[config.mk]
export PLATFORM = sky130hd
export DESIGN_NAME = sid_i2s_tx
export DESIGN_NICKNAME = d
export VERILOG_FILES = /design/src/rtl/sid_pkg.sv /design/src/rtl/sid_clkdiv.sv /design/src/rtl/sid_i2s_tx.sv
export SDC_FILE = /design/constraint.sdc
export NUM_CORES = 1
export LEC_CHECK = 0
export CAP_MARGIN = 20
export CELL_PAD_IN_SITES_DETAIL_PLACEMENT = 1
export CELL_PAD_IN_SITES_GLOBAL_PLACEMENT = 1
export CORE_ASPECT_RATIO = 0.75
export CORE_UTILIZATION = 53
export DETAILED_ROUTE_END_ITERATION = 7
export DONT_BUFFER_PORTS = 1
export HOLD_SLACK_MARGIN = 0.08
export PLACE_DENSITY_LB_ADDON = 0.1
export SYNTH_ARGS = -nofsm -noshare
export SYNTH_HDL_FRONTEND = slang
export SYNTH_SLANG_ARGS = --single-unit
[constraint.sdc]
create_clock -name clk -period 6.5 [get_ports clk]
set_input_delay 0.65 -clock clk [delete_from_list [all_inputs] [get_ports clk]]
set_output_delay 0.65 -clock clk [all_outputs]
set_load 0.01 [all_outputs]
[src/rtl/sid_pkg.sv]
`default_nettype none
// ============================================================================
// Module      : sid_pkg
// Description : Shared widths, types and sample-format helper for the SID
//               audio output path (mos6581 -> sid_i2s_tx).
// Revision    : 1.0  initial release
// ----------------------------------------------------------------------------
// Contents    : SID_SAMPLE_W   - width of one mixed SID sample
//               I2S_FRAME_BITS - BCLK periods per stereo I2S frame
//               I2S_SLOT_BITS  - BCLK periods per left/right slot
//               sid_sample_t, i2s_bit_idx_t, sid_to_twos()
// ============================================================================
package sid_pkg;

    localparam int SID_SAMPLE_W   = 16;
    localparam int I2S_FRAME_BITS = 32;
    localparam int I2S_SLOT_BITS  = 16;

    typedef logic [SID_SAMPLE_W-1:0]            sid_sample_t;
    typedef logic [$clog2(I2S_FRAME_BITS)-1:0]  i2s_bit_idx_t;

    // Offset-binary and two's complement differ only in the sign bit.
    function automatic sid_sample_t sid_to_twos(input sid_sample_t x,
                                                input logic        offset_bin);
        return {x[SID_SAMPLE_W-1] ^ offset_bin, x[SID_SAMPLE_W-2:0]};
    endfunction

endpackage
`default_nettype wire

[src/rtl/sid_clkdiv.sv]
`default_nettype none
// ============================================================================
// Module      : sid_clkdiv
// Description : Bit-clock generator. Toggles bclk every DIV clk cycles and
//               flags the clk cycle in which each toggle happens.
// Revision    : 1.0  initial release
// ----------------------------------------------------------------------------
// Ports       : clk      in  system clock
//               n_reset  in  asynchronous active-low reset
//               bclk     out bit clock (registered), period 2*DIV clk
//               rise     out high in the cycle where bclk goes 0->1
//               fall     out high in the cycle where bclk goes 1->0
// ============================================================================
module sid_clkdiv #(
    parameter int DIV = 4
) (
    input  logic clk,
    input  logic n_reset,
    output logic bclk,
    output logic rise,
    output logic fall
);

    localparam int c_CNT_W = (DIV > 1) ? $clog2(DIV) : 1;
    localparam logic [c_CNT_W-1:0] c_CNT_LAST = c_CNT_W'(DIV - 1);

    logic [c_CNT_W-1:0] r_div_cnt;
    logic               r_bclk;
    logic               w_tick;

    assign w_tick = (r_div_cnt == c_CNT_LAST);

    always_ff @(posedge clk or negedge n_reset) begin
        if (!n_reset) begin
            r_div_cnt <= '0;
            r_bclk    <= 1'b0;
        end else if (w_tick) begin
            r_div_cnt <= '0;
            r_bclk    <= ~r_bclk;
        end else begin
            r_div_cnt <= r_div_cnt + 1'b1;
        end
    end

    // Strobes mark the cycle whose clock edge performs the toggle, so logic
    // clocked on that edge updates together with bclk.
    assign bclk = r_bclk;
    assign rise = w_tick & ~r_bclk;
    assign fall = w_tick &  r_bclk;

endmodule
`default_nettype wire

[src/rtl/sid_i2s_tx.sv]
`default_nettype none
// ============================================================================
// Module      : sid_i2s_tx
// Description : Philips I2S transmitter for the 16-bit SID mix. Holds one
//               pending sample and sends it mono-duplicated in both slots.
// Revision    : 1.0  initial release
// ----------------------------------------------------------------------------
// Ports       : clk          in  system clock
//               n_reset      in  asynchronous active-low reset
//               audio_in     in  [15:0] sample from mos6581 audio_out
//               sample_stb   in  one-clk pulse, captures audio_in
//               i2s_bclk     out bit clock
//               i2s_lrclk    out word select, 0 = left, 1 = right
//               i2s_sdata    out serial data, MSB first, changes on BCLK fall
//               frame_start  out one-clk pulse when a new word is loaded
//               underrun     out one-clk pulse, frame started without fresh data
//               overrun      out one-clk pulse, pending sample overwritten
// ============================================================================
module sid_i2s_tx
    import sid_pkg::*;
#(
    parameter int CLK_DIV    = 4,
    parameter int OFFSET_BIN = 1
) (
    input  logic                    clk,
    input  logic                    n_reset,
    input  logic [SID_SAMPLE_W-1:0] audio_in,
    input  logic                    sample_stb,
    output logic                    i2s_bclk,
    output logic                    i2s_lrclk,
    output logic                    i2s_sdata,
    output logic                    frame_start,
    output logic                    underrun,
    output logic                    overrun
);

    localparam i2s_bit_idx_t c_LAST_BIT  = i2s_bit_idx_t'(I2S_FRAME_BITS - 1);
    localparam i2s_bit_idx_t c_RIGHT_LR  = i2s_bit_idx_t'(I2S_SLOT_BITS - 1);
    localparam logic         c_OFFSET_EN = (OFFSET_BIN != 0);

    logic         w_bclk_fall;
    logic         w_unused_rise;

    i2s_bit_idx_t r_bit_cnt;
    sid_sample_t  r_pending;
    logic         r_pending_valid;
    sid_sample_t  r_tx_word;
    logic         r_sdata;
    logic         r_lrclk;
    logic         r_frame_start;
    logic         r_underrun;
    logic         r_overrun;

    logic         w_load;
    i2s_bit_idx_t w_bit_next;
    sid_sample_t  w_word_next;

    sid_clkdiv #(
        .DIV (CLK_DIV)
    ) u_clkdiv (
        .clk     (clk),
        .n_reset (n_reset),
        .bclk    (i2s_bclk),
        .rise    (w_unused_rise),
        .fall    (w_bclk_fall)
    );

    assign w_load     = w_bclk_fall && (r_bit_cnt == c_LAST_BIT);
    assign w_bit_next = r_bit_cnt + 1'b1;
    // On a load without fresh data the previous word is repeated.
    assign w_word_next = (w_load && r_pending_valid)
                       ? sid_to_twos(r_pending, c_OFFSET_EN)
                       : r_tx_word;

    always_ff @(posedge clk or negedge n_reset) begin
        if (!n_reset) begin
            r_bit_cnt       <= c_LAST_BIT;
            r_pending       <= '0;
            r_pending_valid <= 1'b0;
            r_tx_word       <= '0;
            r_sdata         <= 1'b0;
            r_lrclk         <= 1'b0;
            r_frame_start   <= 1'b0;
            r_underrun      <= 1'b0;
            r_overrun       <= 1'b0;
        end else begin
            r_frame_start <= w_load;
            r_underrun    <= w_load && !r_pending_valid;
            // A strobe coinciding with a load refills the slot just emptied,
            // so it is not an overrun.
            r_overrun     <= sample_stb && r_pending_valid && !w_load;

            if (sample_stb) begin
                r_pending       <= audio_in;
                r_pending_valid <= 1'b1;
            end else if (w_load) begin
                r_pending_valid <= 1'b0;
            end

            if (w_bclk_fall) begin
                r_bit_cnt <= w_bit_next;
                r_tx_word <= w_word_next;
                // Both slots carry the same word: bit position within the slot
                // is the low four bits of the count, MSB first (~n == 15-n).
                r_sdata   <= w_word_next[~w_bit_next[3:0]];
                // WS leads each slot's MSB by one BCLK.
                r_lrclk   <= (w_bit_next >= c_RIGHT_LR) && (w_bit_next != c_LAST_BIT);
            end
        end
    end

    assign i2s_lrclk   = r_lrclk;
    assign i2s_sdata   = r_sdata;
    assign frame_start = r_frame_start;
    assign underrun    = r_underrun;
    assign overrun     = r_overrun;

endmodule
`default_nettype wire

==> report_table.html <==
<table>
<tr><th>Metric</th><th>Value</th></tr>
<tr><th colspan="2">CTS</th></tr>
<tr><td>CTS sink count</td><td>46</td></tr>
<tr><td>Max clock buf depth</td><td>2</td></tr>
<tr><td>Clock-pin slew of the registers on the worst-case setup and hold paths</td><td>90 ps</td></tr>
<tr><td>Post-CTS sizing</td><td>0</td></tr>
<tr><td>Total CTS buffers</td><td>5</td></tr>
<tr><td>Level count of the clock H-tree</td><td>2</td></tr>
<tr><td>CTS tree</td><td>yes</td></tr>
<tr><td>Later-pin clock latency in the skew report</td><td>300 ps</td></tr>
<tr><td>Setup Buffers After CTS</td><td>0</td></tr>
<tr><td>Clock tree root buffer cell</td><td>sky130_fd_sc_hd__clkbuf_8</td></tr>
<tr><td>Hold Buf Count CTS</td><td>1</td></tr>
<tr><th colspan="2">Critical path</th></tr>
<tr><td>R2r setup slk</td><td>3050 ps</td></tr>
<tr><td>Capture instance of the worst register-to-register path</td><td>i2s_sdata$_DFFE_PN0P_</td></tr>
<tr><td>Kind of start point of the critical path</td><td>flop</td></tr>
<tr><td>Cell family with the largest share of critical-path delay</td><td>simple AND/OR/NAND/NOR gates</td></tr>
<tr><td>Longest individual stage delay on the worst path</td><td>830 ps</td></tr>
<tr><td>Critical path's slowest cell</td><td>sky130_fd_sc_hd__dfstp_2</td></tr>
<tr><td>Setup crit end kind</td><td>flop</td></tr>
<tr><td>Cells along the critical path</td><td>ha_1, and3_1, ha_1, nand4_2, mux2_2, a311oi_1, or4b_1, o211ai_1</td></tr>
<tr><td>Data arrival, critical path</td><td>3670 ps</td></tr>
<tr><td>Cell repeated most along the worst path</td><td>sky130_fd_sc_hd__ha_1</td></tr>
<tr><td>Buffer and inverter count on the worst path</td><td>0</td></tr>
<tr><td>Number of cells on the worst reg-to-reg path</td><td>8</td></tr>
<tr><td>Crit path kind</td><td>flop to flop</td></tr>
<tr><td>Critical register-to-register path startpoint</td><td>r_bit_cnt[0]$_DFFE_PN1P_</td></tr>
<tr><td>Data required time of the critical path</td><td>6720 ps</td></tr>
<tr><td>Largest fanout on the critical path</td><td>23</td></tr>
<tr><th colspan="2">Timing</th></tr>
<tr><td>Hold Worst Slack</td><td>182 ps</td></tr>
<tr><td>Period utilization</td><td>53.1%</td></tr>
<tr><td>Shortest period the worst path allows</td><td>3450 ps</td></tr>
<tr><td>Final setup TNS</td><td>0 ps</td></tr>
<tr><td>Final hold viol count</td><td>0</td></tr>
<tr><td>Number of setup violations in the final report</td><td>0</td></tr>
<tr><td>Worst relative slew slack</td><td>49.7%</td></tr>
<tr><td>Number of max-slew violations in the final report</td><td>0</td></tr>
<tr><td>Setup repair after global routing missed its margin</td><td>no</td></tr>
<tr><td>Peak clock frequency supported by timing</td><td>0.290 GHz</td></tr>
<tr><td>Clock skew after layout</td><td>10.1 ps</td></tr>
<tr><td>Worst slew pin tran</td><td>754 ps</td></tr>
<tr><th colspan="2">Pwr</th></tr>
<tr><td>Power density cells</td><td>224 nW/um^2</td></tr>
<tr><td>Static leakage</td><td>0.00105 uW</td></tr>
<tr><td>Maximum ir drop on the vdd rail</td><td>0.164 mV</td></tr>
<tr><th colspan="2">Floorplanning</th></tr>
<tr><td>Top-level I/O count</td><td>25</td></tr>
<tr><td>Chip Width</td><td>74.9 um</td></tr>
<tr><td>Initial core utilization</td><td>56.6%</td></tr>
<tr><td>Number of standard-cell rows in the floorplan</td><td>19</td></tr>
<tr><td>Area of the core region</td><td>3730 sq um</td></tr>
<tr><td>Die area</td><td>4250 sq um</td></tr>
<tr><td>Floorplan die height</td><td>56.7 um</td></tr>
<tr><th colspan="2">Layout</th></tr>
<tr><td>Layout area overhead</td><td>6.51%</td></tr>
<tr><td>Net count reported at finish</td><td>209</td></tr>
<tr><td>Share of the core filled with cells</td><td>60.3%</td></tr>
<tr><td>Ratio of cells with drive above 1 in the final layout</td><td>18.2%</td></tr>
<tr><td>Number of standard cells in the final layout excluding fillers</td><td>239</td></tr>
<tr><td>Antenna diode count</td><td>0</td></tr>
<tr><td>Final Cell Area</td><td>2250 sq um</td></tr>
<tr><th colspan="2">Routing</th></tr>
<tr><td>Detailed-route vias per instance</td><td>5.75</td></tr>
<tr><td>DRC violations left</td><td>0</td></tr>
<tr><td>WL/cell</td><td>17.7 um</td></tr>
<tr><td>Number of search-and-repair iterations in the first detailed-routing pass</td><td>4</td></tr>
<tr><td>Total via count in the routed design</td><td>1374</td></tr>
<tr><td>Initial DRC Count</td><td>37</td></tr>
<tr><td>Post-detailed-routing wire length</td><td>4230 um</td></tr>
<tr><td>Post-detailed-route count of antenna-violating nets</td><td>0</td></tr>
<tr><th colspan="2">Run status</th></tr>
<tr><td>Status</td><td>finished, final reports clean</td></tr>
<tr><th colspan="2">Place</th></tr>
<tr><td>Number of port buffers</td><td>0</td></tr>
<tr><td># placed instances</td><td>230</td></tr>
<tr><td>GPL Wtd Cong</td><td>0.780</td></tr>
<tr><td>Half-perimeter wire length after placement</td><td>2870 um</td></tr>
<tr><td>Placed standard-cell area</td><td>2140 sq um</td></tr>
<tr><th colspan="2">Min path</th></tr>
<tr><td>Path category of the worst min-delay check</td><td>primary input to async pin</td></tr>
<tr><th colspan="2">Job</th></tr>
<tr><td>Max_cap viols</td><td>0</td></tr>
<tr><th colspan="2">Global routing</th></tr>
<tr><td>Pin count of the biggest net entering global routing</td><td>42</td></tr>
<tr><td>First-pass GRT wire length</td><td>7350 um</td></tr>
<tr><td>Remaining global-route overflow</td><td>0</td></tr>
<tr><td>Overall track demand over capacity in global routing</td><td>23.4%</td></tr>
<tr><td>Number of antenna violations at the first check in global routing</td><td>0</td></tr>
<tr><td>Via count of the first global-routing pass</td><td>1468</td></tr>
<tr><th colspan="2">Synth</th></tr>
<tr><td>Register bit total from synthesis</td><td>46</td></tr>
<tr><td>Syn. warnings</td><td>0</td></tr>
<tr><td>Sequential fraction of the synthesis area</td><td>54.8%</td></tr>
<tr><td>Number of enable flip-flop cells after synthesis</td><td>0</td></tr>
<tr><td>Most instantiated flip-flop cell in the synthesis netlist</td><td>sky130_fd_sc_hd__dfrtp_1</td></tr>
<tr><td>Synthesized area per cell</td><td>11.3 sq um</td></tr>
<tr><td>Netlist area before placement</td><td>2110 sq um</td></tr>
<tr><td>Number of distinct library cells after synthesis</td><td>38</td></tr>
<tr><td>Gate count of the mapped netlist</td><td>187</td></tr>
<tr><td>Syn nets</td><td>210</td></tr>
<tr><td>Async set or reset register ratio after synthesis</td><td>100%</td></tr>
</table>
## synthesized netlist by cell type (3+ instances only)
library cell	count	area, sq um
sky130_fd_sc_hd__and3_1	4	25.0
sky130_fd_sc_hd__buf_2	4	20.0
sky130_fd_sc_hd__clkbuf_1	4	15.0
sky130_fd_sc_hd__dfrtp_1	41	1030
sky130_fd_sc_hd__dfstp_2	5	131
sky130_fd_sc_hd__ha_1	4	50.1
sky130_fd_sc_hd__mux2_2	19	214
sky130_fd_sc_hd__mux2i_1	12	120
sky130_fd_sc_hd__nand2_1	48	180
sky130_fd_sc_hd__nand3_1	5	25.0
sky130_fd_sc_hd__nor2_1	3	11.3
sky130_fd_sc_hd__xnor2_1	4	35.0
sky130_fd_sc_hd__xor2_1	3	26.3
## how the worst max path moves through the flow
stage                            endpoint  slack, ps  cells after the start                startpoint
global route        i2s_sdata$_DFFE_PN0P_       2860                      8  r_bit_cnt[0]$_DFFE_PN1P_
floorplan           i2s_sdata$_DFFE_PN0P_       4110                      9  r_bit_cnt[1]$_DFFE_PN1P_
finish              i2s_sdata$_DFFE_PN0P_       3050                      8  r_bit_cnt[0]$_DFFE_PN1P_
CTS                 i2s_sdata$_DFFE_PN0P_       3040                      8  r_bit_cnt[0]$_DFFE_PN1P_
global placement    i2s_sdata$_DFFE_PN0P_       3230                      8  r_bit_cnt[0]$_DFFE_PN1P_
detailed placement  i2s_sdata$_DFFE_PN0P_       3080                      8  r_bit_cnt[0]$_DFFE_PN1P_
## worst reg2reg max path, cell delays in order, from the launching register on
cell and delay, ps:
sky130_fd_sc_hd__dfstp_2 830, sky130_fd_sc_hd__ha_1 320, sky130_fd_sc_hd__and3_1 190, sky130_fd_sc_hd__ha_1 220, sky130_fd_sc_hd__nand4_2 510, sky130_fd_sc_hd__mux2_2 470
sky130_fd_sc_hd__a311oi_1 270, sky130_fd_sc_hd__or4b_1 460, sky130_fd_sc_hd__o211ai_1 110
## cells by family after synthesis
kind of cell    share of synthesized area (%)
simple gates                             14.3
flops                                    54.8
mux                                      16.3
compound gates                           6.99
buf+inv                                  2.37
xor+xnor                                 2.90
fa+ha+maj                                2.37
## area by class of cell
| type | instances | area [sq um] |
|---|---|---|
| Multi-Input combinational cell | 129 | 906 |
| Clock buffer | 7 | 86.3 |
| Timing Repair Buffer | 1 | 20.0 |
| Sequential cell | 46 | 1160 |
| Tap cell | 52 | 65.1 |
| Inverter | 3 | 11.3 |
| Fill cell | 406 | 1480 |
| Clock inverter | 1 | 5.00 |
## state kept, by name (all words and copies together), names as in the netlist
signal,cells
frame_start,1
i2s_lrclk,1
i2s_sdata,1
overrun,1
r_bit_cnt,5
r_pending,16
r_pending_valid,1
r_tx_word,16
u_clkdiv.bclk,1
u_clkdiv.r_div_cnt,2
underrun,1
## placed cells by master, fill, tap and decap left out, types with 2 or more instances in the layout
master,instances
sky130_fd_sc_hd__nand3_1,5
sky130_fd_sc_hd__and3_1,4
sky130_fd_sc_hd__nor2_1,3
sky130_fd_sc_hd__ha_1,4
sky130_fd_sc_hd__nand2_1,48
sky130_fd_sc_hd__xor2_1,3
sky130_fd_sc_hd__xnor2_1,4
sky130_fd_sc_hd__inv_1,2
sky130_fd_sc_hd__a31o_1,2
sky130_fd_sc_hd__nand2b_1,2
sky130_fd_sc_hd__mux2_2,19
sky130_fd_sc_hd__o21ai_0,2
sky130_fd_sc_hd__dfrtp_1,41
sky130_fd_sc_hd__clkbuf_8,6
sky130_fd_sc_hd__and4_1,2
sky130_fd_sc_hd__a2111oi_0,2
sky130_fd_sc_hd__mux2i_1,12
sky130_fd_sc_hd__dfstp_2,5
## layer usage
layer / vias to the layer above / share of wire (%) / global-route usage (%)
met1: 700 / 51 / 34.2
met2: 22 / 44 / 34.4
met5: - / 0 / 0
met4: 0 / 1.4 / 7.28
met3: 7 / 3.3 / 5.57
li1: 645 / - / -
## where the power goes
group / internal, uW / switching [uW] / total [uW]
Combinational: 11.4 / 7.51 / 18.9
Sequential: 296 / 8.35 / 305
Clock: 85.9 / 94.2 / 180
Total: 394 / 110 / 504
## metrics by stage
stage          total power [uW]  setup slack [ps]
6_report                    504              3050
5_1_grt                     524              2860
4_1_cts                     509              3040
3_5_place_dp                324              3080
3_3_place_gp                323              3230
2_1_floorplan               321              4110
Note: power is estimated with default switching activity, not from simulation.
